===== config.mk =====
export PLATFORM = sky130hd
export DESIGN_NAME = logic_net_pipe
export DESIGN_NICKNAME = d
export VERILOG_FILES = /design/src/rtl/logic_net_pipe.sv
export SDC_FILE = /design/constraint.sdc
export NUM_CORES = 1
export LEC_CHECK = 0
export BUFFER_PORTS_ARGS = -buffer_cell sky130_fd_sc_hd__buf_2
export CORE_ASPECT_RATIO = 1.5
export CORE_MARGIN = 4
export CORE_UTILIZATION = 50
export DETAILED_ROUTE_END_ITERATION = 8
export GPL_ROUTABILITY_DRIVEN = 1
export HOLD_SLACK_MARGIN = 0.03
export PLACE_DENSITY = 0.76
export SYNTH_ARGS = -nofsm -noshare
export SYNTH_HDL_FRONTEND = slang
export SYNTH_SLANG_ARGS = --single-unit

===== constraint.sdc =====
create_clock -name clk -period 2 [get_ports clk]
set_clock_uncertainty 0.05 [all_clocks]
set_input_delay 0.4 -clock clk [delete_from_list [all_inputs] [get_ports clk]]
set_output_delay 0.4 -clock clk [all_outputs]
set_load 0.01 [all_outputs]

===== src/rtl/logic_net_pipe.sv =====
// Five-input logic network on WIDTH parallel lanes behind two register stages, 2-cycle latency, 1 beat/cycle.
// Valid/ready on both sides; a stalled consumer holds o/p/q stable, fills both stages, then drops in_ready.
module logic_net_pipe #(
   parameter int WIDTH = 8,
   parameter int CNT_W = 16
) (
   input  logic             clk,
   input  logic             rst,
   input  logic             in_valid,
   output logic             in_ready,
   input  logic [WIDTH-1:0] a,
   input  logic [WIDTH-1:0] b,
   input  logic [WIDTH-1:0] c,
   input  logic [WIDTH-1:0] d,
   input  logic [WIDTH-1:0] e,
   output logic             out_valid,
   input  logic             out_ready,
   output logic [WIDTH-1:0] o,
   output logic [WIDTH-1:0] p,
   output logic [WIDTH-1:0] q,
   input  logic             cnt_clr,
   output logic [CNT_W-1:0] o_cnt
);

   typedef struct packed {
      logic [WIDTH-1:0] g;
      logic [WIDTH-1:0] h;
      logic [WIDTH-1:0] i;
      logic [WIDTH-1:0] j;
      logic [WIDTH-1:0] b;
   } s1_t;

   typedef struct packed {
      logic [WIDTH-1:0] o;
      logic [WIDTH-1:0] p;
      logic [WIDTH-1:0] q;
   } s2_t;

   s1_t              s1_q, s1_d;
   s2_t              s2_q, s2_d;
   logic             s1_vld_q, s1_vld_d;
   logic             s2_vld_q, s2_vld_d;
   logic [CNT_W-1:0] cnt_q, cnt_d;

   logic             s2_load, s1_load, in_xfer, out_xfer;
   logic [WIDTH-1:0] k, l, m, n;

   always_comb begin
      s2_load  = !s2_vld_q || out_ready;
      s1_load  = !s1_vld_q || s2_load;
      in_xfer  = in_valid && s1_load;
      out_xfer = s2_vld_q && out_ready;

      s1_d     = s1_q;
      s1_vld_d = s1_vld_q;
      if (s1_load) begin
         s1_vld_d = in_valid;
      end
      if (in_xfer) begin
         s1_d.g = a | d;
         s1_d.h = a & c;
         s1_d.i = ~c;
         s1_d.j = d | e;
         s1_d.b = b;
      end

      // n is kept structurally even though it always folds to zero
      k = s1_q.g | s1_q.h;
      l = s1_q.h & s1_q.j;
      m = s1_q.i & s1_q.j;
      n = l & m;

      s2_d     = s2_q;
      s2_vld_d = s2_vld_q;
      if (s2_load) begin
         s2_vld_d = s1_vld_q;
         if (s1_vld_q) begin
            s2_d.o = s1_q.b & k;
            s2_d.p = ~s1_q.g;
            s2_d.q = ~n;
         end
      end

      cnt_d = cnt_q;
      if (cnt_clr) begin
         cnt_d = '0;
      end else if (out_xfer && (s2_q.o != '0) && (cnt_q != '1)) begin
         cnt_d = cnt_q + CNT_W'(1);
      end
   end

   always_ff @(posedge clk) begin
      if (rst) begin
         s1_q     <= '0;
         s2_q     <= '0;
         s1_vld_q <= 1'b0;
         s2_vld_q <= 1'b0;
         cnt_q    <= '0;
      end else begin
         s1_q     <= s1_d;
         s2_q     <= s2_d;
         s1_vld_q <= s1_vld_d;
         s2_vld_q <= s2_vld_d;
         cnt_q    <= cnt_d;
      end
   end

   always_comb begin
      in_ready  = s1_load;
      out_valid = s2_vld_q;
      o         = s2_q.o;
      p         = s2_q.p;
      q         = s2_q.q;
      o_cnt     = cnt_q;
   end

endmodule


* Word level (Yosys, flattened, before mapping)
Index checks and enable logic that the tools add are counted.
** Storage, ports and cells
- Bits in registers :: 82
- Word-level logic and storage cells :: 35
- Output and inout port bits :: 42
** Operators by class
- Equality and inequality tests :: 1
- Reduce and logical (&&, ||, !) cells :: 11
- Bitwise operators :: 11
- Add/subtract/negate cells :: 1
** Operators by type and width (number)
- 8-bit bitwise AND :: 5
- 8-bit NOT :: 3
- 8-bit bitwise OR :: 3
- 16-bit by 1-bit adder with 16-bit output, second input constant :: 1
- 16-bit inequality test, second input constant :: 1
- 8-bit nonzero test :: 1
- 1-bit logical AND :: 4
- 1-bit zero test :: 2
- 1-bit logical OR :: 2
- 2-bit AND reduction :: 1
- 2-bit OR reduction :: 1

* Logic depth before layout (Yosys ltp)
Gate-level depths: netlist of run 1.
- Depth after elaboration :: 4
- Depth in mapped cells :: 7
- Mapped depth without buffers :: 5

* Worst setup path after synthesis of run 1
Ideal clock, no wire load.
- Path kind :: register to register
- Start point :: register cnt_q[0], in the netlist o_cnt[0]
- End point :: register cnt_q[14], in the netlist o_cnt[14]
- Required time :: 1821 ps
- Cell stages (with the launch flop) :: 8
- Slack :: 123 ps
- Arrival time :: 1698 ps
- Cells stage by stage :: dfxtp_1 -> ha_1 -> buf_2 -> nand4_1 -> nor4_2 -> buf_2 -> nor4_1 -> mux2i_1
** Between the ends
- Longest elaborated chain between the ends :: 2
- Elaborated cells between the ends (all ways) :: 3
- Those cells by class :: add/sub (1); eq/ne (1); reduce/logical (1)
** RTL lines
- from (decl) :: RTL line 43 : logic [CNT_W-1:0] cnt_q, cnt_d;
- from (signal assigned) :: RTL line 104 : cnt_q <= cnt_d;
- branches (longest 2 deep; another with 16-bit by 1-bit adder with 16-bit output)
Several ways; the timed one is not identified.
A chain may end at the register's enable or synchronous reset.

* Worst setup path after layout of run 1
- Start point :: register cnt_q[4], in the netlist o_cnt[4]
- End point :: register cnt_q[13], in the netlist o_cnt[13]
The elaborated chain is that of the path after synthesis.

==> impl_metrics.csv, run 1 <==
group,metric,value,unit
outcome,status,"complete, no violations",
critical_path,endpoint_kind,"flop",
routing,ant_nets,0,
placed_design,dp_hpwl,5630,um
routing,totalWireLength,8000,um
placed_design,pre_cts_ws,0.185,ns
timing,setup_viol,0,
critical_path,r2r-end,"o_cnt[13]",
finish,antenna_cells,0,
finish,nets,526,
critical_path,crit_path_cell_trace,"nand4_1 -> or3_4 -> or4_1 -> a21oi_1",
timing,layout_setup_ws,0.139,ns
timing,worst_slew_pin_slew,0.479,ns
timing,rsz0062_at_grt,"no",
finish,layout_commonest_cell,"buf_2",
cts,clk_latency,0.34,ns
logic_synthesis,syn_inst,394,
routing,wire_per_inst,14.3,um
cts,hold_buffers,0,
global_route,antenna_found_initial,0,
logic_synthesis,synthFlopType,"dfxtp_1",
critical_path,crit_required,2.22,ns
cts,htree_levels,3,
timing,slew_headroom,0.679,
logic_synthesis,yosys_warnings,0,
timing,report.final.slew_viol_count,0,
logic_synthesis,ys_seq_area_frac,0.506,
timing,period_minus_slack,1.86,ns
timing,hold_viol,0,
cts,clockRootBuffer,"clkbuf_8",
logic_synthesis,synth-edff-count,0,
power_and_ir_drop,vdd_drop_max,0.000519,V
critical_path,r2r_cells,4,
placed_design,place.gp.congestion,0.872,
critical_path,crit_type,"flop to flop",
global_route,grt_util_all_layers,0.217,
logic_synthesis,syn-cell-area,3240,um^2
global_route,grt_max_degree,49,
global_route,first_global_vias,3049,
critical_path,cp-endpoint,"o_cnt[13]",
timing,fmax,537,MHz
cts,cts.clk_slew.worst_paths,0.08,ns
power_and_ir_drop,p_total,3.35,mW
critical_path,crit_path_max_incr_delay,0.52,ns
logic_synthesis,ys_ff_latch,82,
timing,tns,0,ns
floorplanning,die-area,7860,um^2
critical_path,crit_family,"simple AND/OR/NAND/NOR gates",
critical_path,crit_fanout,6,
floorplanning,start_util,0.521,
logic_synthesis,syn_area_per_cell,8.23,um^2
timing,hold_slack,0.186,ns
min_path,hold_depth,2,
logic_synthesis,async_flop_share,0,
finish,drive_above_1_share,0.249,
finish,fillCellCount,565,
power_and_ir_drop,p_per_area,836,nW/um^2
logic_synthesis,syn_nets,440,
routing,first_pass_iters,4,
critical_path,crit_buf_inv,0,
cts,cts_num_sinks,82,
finish,area.growth.synth_to_final,23.7,%
flow_run,cap_violations,0,
critical_path,cp.arrival,2.08,ns
placed_design,io_buffers,86,
cts,cts.repair.resized,0,
logic_synthesis,synth_largest_area_cell,"dfxtp_1",
global_route,grt_first_pass_wirelength,13700,um
min_path,hold_class,"input pin to flop",
routing,drt-initial-drc-count,129,
floorplanning,core-area,6220,um^2
routing,post-route-drc-count,0,
timing,fin_crit_sh,0.930,
critical_path,critical_path_depth,4,
critical_path,critPathLaunch,"o_cnt[4]",
critical_path,crit_path_start_kind,"flop",
cts,cts_buffers,9,
cts,post_cts_buffers,0,
routing,vias,3135,
routing,viasPerCell,5.61,
cts,cts_tree,"done",
floorplanning,io_pins,87,
global_route,grt_overflow,0,
logic_synthesis,ys_types,36,
critical_path,r2r_start,"o_cnt[4]",
logic_synthesis,yosys-top-cells-area,"dfxtp_1 51%, a21oi_1 6.9%, nor3_1 6.3%, nand2_1 6.1%, nor2_1 5.0%",
floorplanning,die_h,107,um
power_and_ir_drop,cellLeakagePower,1.59,nW
critical_path,rrSetupSlack,0.14,ns
floorplanning,die_w,73.7,um
finish,layout_common_cells,"86 x buf_2, 82 x dfxtp_1, 53 x nand2_1",
critical_path,cp_slowest_cell,"or4_1",
cts,cts_buffer_depth,2,
logic_synthesis,yosysTopAreaCellShare,0.506,
floorplanning,rows,35,
## kinds of logic after synthesis
family	share of synthesized area
multiplexers	0.00926
buffers and inverters	0.0343
flip-flops	0.506
AO/OA/AOI/OAI	0.153
AND/OR/NAND/NOR	0.293
adder cells (fa/ha/maj)	0.00386
## report_power, final
| group | total (mW) | leakage, nW | internal [mW] | switching [mW] |
|---|---|---|---|---|
| logic | 0.291 | 0.812 | 0.122 | 0.169 |
| registers | 1.76 | 0.673 | 1.71 | 0.0461 |
| clock network | 1.30 | 0.109 | 0.734 | 0.568 |
## synthesized netlist by cell type, types with 2 or more instances
| library cell | n |
|---|---|
| a211oi_1 | 9 |
| a21oi_1 | 45 |
| and2_1 | 2 |
| and4_1 | 2 |
| buf_1 | 4 |
| buf_2 | 2 |
| clkbuf_1 | 20 |
| dfxtp_1 | 82 |
| inv_1 | 3 |
| mux2i_1 | 3 |
| nand2_1 | 53 |
| nand2b_1 | 8 |
| nand3_1 | 21 |
| nand4_1 | 7 |
| nor2_1 | 43 |
| nor3_1 | 41 |
| nor4_1 | 4 |
| o211ai_1 | 9 |
| o21ai_0 | 3 |
| o31ai_1 | 7 |
| or3_1 | 3 |
| or4_1 | 9 |
## worst min-delay path by stage
stage	startpoint	slack [ns]	to
finish	c[2]	0.19	s1_q[18]
global route	c[0]	0.18	s1_q[16]
CTS	c[2]	0.18	s1_q[18]
detailed placement	p[5]	0.40	p[5]
global placement	s1_q[4]	0.39	s1_q[4]
floorplan	s1_q[0]	0.39	s1_q[0]
## final cells by class
class,instances,area [um^2],area share
clock buffer,11,141,0.0353
clock inverter,5,77.6,0.0194
inverter,3,11.3,0.00281
multi-input combinational,283,1490,0.371
sequential,82,1640,0.409
tap,74,92.6,0.0231
timing repair buffer,101,556,0.139
## registers in the layout, indices dropped and copies added, names as in the netlist
register	cells
p	8
s1_q	40
o	8
o_cnt	16
s1_vld_q	1
out_valid	1
q	8
## layer usage
layer	global-route usage	part of all wire	wire (um)
met2	0.357	0.51	4100
met3	0.0563	0.068	547
met4	0.0738	0.019	155
met1	0.272	0.40	3210
met5	0	0	0
## per-stage QoR
step	utilization	instance area, um^2	instances
floorplan	-	3240	394
detailed placement	0.609	3790	543
finish	0.645	4010	559
global route	0.645	4010	559
CTS	0.645	4010	559
global placement	0.609	3790	543
Power figures use the tool's default switching activity.
==> inputs of run 2 (changes only) <==
--- a/config.mk
+++ b/config.mk
@@ -6,7 +6,7 @@
 export NUM_CORES = 1
 export LEC_CHECK = 0
 export BUFFER_PORTS_ARGS = -buffer_cell sky130_fd_sc_hd__buf_2
-export CORE_ASPECT_RATIO = 1.5
+export CORE_ASPECT_RATIO = 1.1
 export CORE_MARGIN = 4
 export CORE_UTILIZATION = 50
 export DETAILED_ROUTE_END_ITERATION = 8
==> impl_metrics.csv, run 2 (same netlist as run 1, synthesis figures left out) <==
group,metric,value,unit
outcome,status,"complete, no violations",
finish,final_core_util,0.642,
placed_design,io_buffers,86,
cts,cts_num_sinks,82,
cts,clk_latency,0.34,ns
finish,drive_above_1_share,0.243,
routing,drt-initial-drc-count,241,
critical_path,r2r-end,"o_cnt[13]",
cts,clockRootBuffer,"clkbuf_8",
floorplanning,io_pins,87,
timing,report.final.slew_viol_count,0,
global_route,antenna_found_initial,0,
cts,cts_buffers,9,
critical_path,r2r_cells,4,
critical_path,crit_path_max_incr_delay,0.51,ns
cts,htree_levels,3,
cts,cts_tree,"done",
power_and_ir_drop,vdd_drop_max,0.000422,V
cts,hold_buffers,0,
finish,top_register,"s1_q",
timing,layout_setup_ws,0.0867,ns
timing,worst_slew_pin_slew,0.657,ns
power_and_ir_drop,p_per_area,819,nW/um^2
floorplanning,die-area,7840,um^2
min_path,whs_endpoint,"s1_q[19]",
critical_path,critPathLaunch,"o_cnt[4]",
critical_path,endpoint_kind,"flop",
placed_design,place.gp.congestion,0.859,
critical_path,cp.arrival,2.14,ns
cts,cts.repair.resized,0,
critical_path,crit_type,"flop to flop",
timing,period_minus_slack,1.91,ns
floorplanning,start_util,0.520,
finish,fillCellCount,589,
critical_path,rrSetupSlack,0.09,ns
finish,nets,523,
flow_run,cap_violations,0,
finish,layout_common_cells,"86 x buf_2, 82 x dfxtp_1, 53 x nand2_1",
timing,rsz0062_at_grt,"no",
min_path,hold_start,"c[3]",
cts,cts.clk_slew.worst_paths,0.08,ns
finish,layout_commonest_cell,"buf_2",
timing,slew_headroom,0.562,
routing,totalWireLength,8000,um
power_and_ir_drop,cellLeakagePower,1.60,nW
global_route,grt_first_pass_wirelength,13200,um
critical_path,crit_fanout,6,
finish,largest_reg_flops,40,
floorplanning,die_w,84.8,um
floorplanning,rows,30,
cts,cts_buffer_depth,2,
placed_design,pre_cts_ws,0.139,ns
routing,viasPerCell,5.55,
timing,setup_viol,0,
routing,first_pass_iters,5,
critical_path,crit_path_start_kind,"flop",
cts,post_cts_buffers,0,
critical_path,crit_path_cell_trace,"nand4_1 -> or3_4 -> or4_1 -> a21oi_1",
critical_path,crit_required,2.22,ns
critical_path,crit_buf_inv,0,
routing,wire_per_inst,14.3,um
power_and_ir_drop,p_total,3.27,mW
timing,fmax,523,MHz
critical_path,cp_slowest_cell,"or4_1",
floorplanning,core-area,6230,um^2
placed_design,dp_hpwl,5640,um
min_path,hold_class,"input pin to flop",
critical_path,r2r_start,"o_cnt[4]",
finish,instances_no_fill,561,
routing,ant_nets,0,
min_path,hold_depth,2,
timing,tns,0,ns
global_route,grt_util_all_layers,0.208,
routing,vias,3114,
finish,area.growth.synth_to_final,23.4,%
placed_design,placed_cells,546,
timing,fin_crit_sh,0.957,
timing,hold_viol,0,
global_route,grt_overflow,0,
routing,post-route-drc-count,0,
global_route,first_global_vias,2813,
critical_path,crit_family,"simple AND/OR/NAND/NOR gates",
finish,antenna_cells,0,
floorplanning,die_h,92.5,um
global_route,grt_max_degree,67,
run 2: through the flow:
stage          hold WS, ns  area, um^2
2_1_floorplan        0.387        3240
3_3_place_gp         0.392        3790
3_5_place_dp         0.395        3790
4_1_cts              0.172        3990
5_1_grt              0.184        4000
6_report             0.189        4000
run 2: metal layers:
metal	vias up	wire [um]	track usage	part of all wire
met1	1430	3570	0.281	0.45
met3	17	599	0.0418	0.075
met4	0	162	0.0989	0.020
met2	102	3670	0.318	0.46
li1	1565	-	-	-
met5	-	0	0	0
run 2: power breakdown:
part,internal (mW),leakage [nW],switching [mW]
sequential,1.71,0.673,0.0484
clock,0.672,0.106,0.551
combinational,0.124,0.819,0.167
total,2.51,1.60,0.766
run 2: area by class of cell:
| cell class | instances | area, um^2 | share of cell area |
|---|---|---|---|
| Clock inverter | 2 | 35.0 | 0.00876 |
| Clock buffer | 13 | 169 | 0.0422 |
| Timing Repair Buffer | 98 | 546 | 0.136 |
| Multi-Input combinational cell | 283 | 1500 | 0.374 |
| Inverter | 3 | 11.3 | 0.00282 |
| Sequential cell | 82 | 1640 | 0.410 |
| Tap cell | 80 | 100 | 0.0250 |
run 2: how the worst max path moves through the flow:
stage | end | slack (ns) | cells after the start
after floorplan | o_cnt[14] | 0.12 | 7
after global placement | o_cnt[13] | 0.25 | 4
after detailed placement | o_cnt[1] | 0.14 | 6
after CTS | o_cnt[1] | 0.12 | 6
after global routing | o_cnt[15] | 0.03 | 4
final | o_cnt[13] | 0.09 | 4
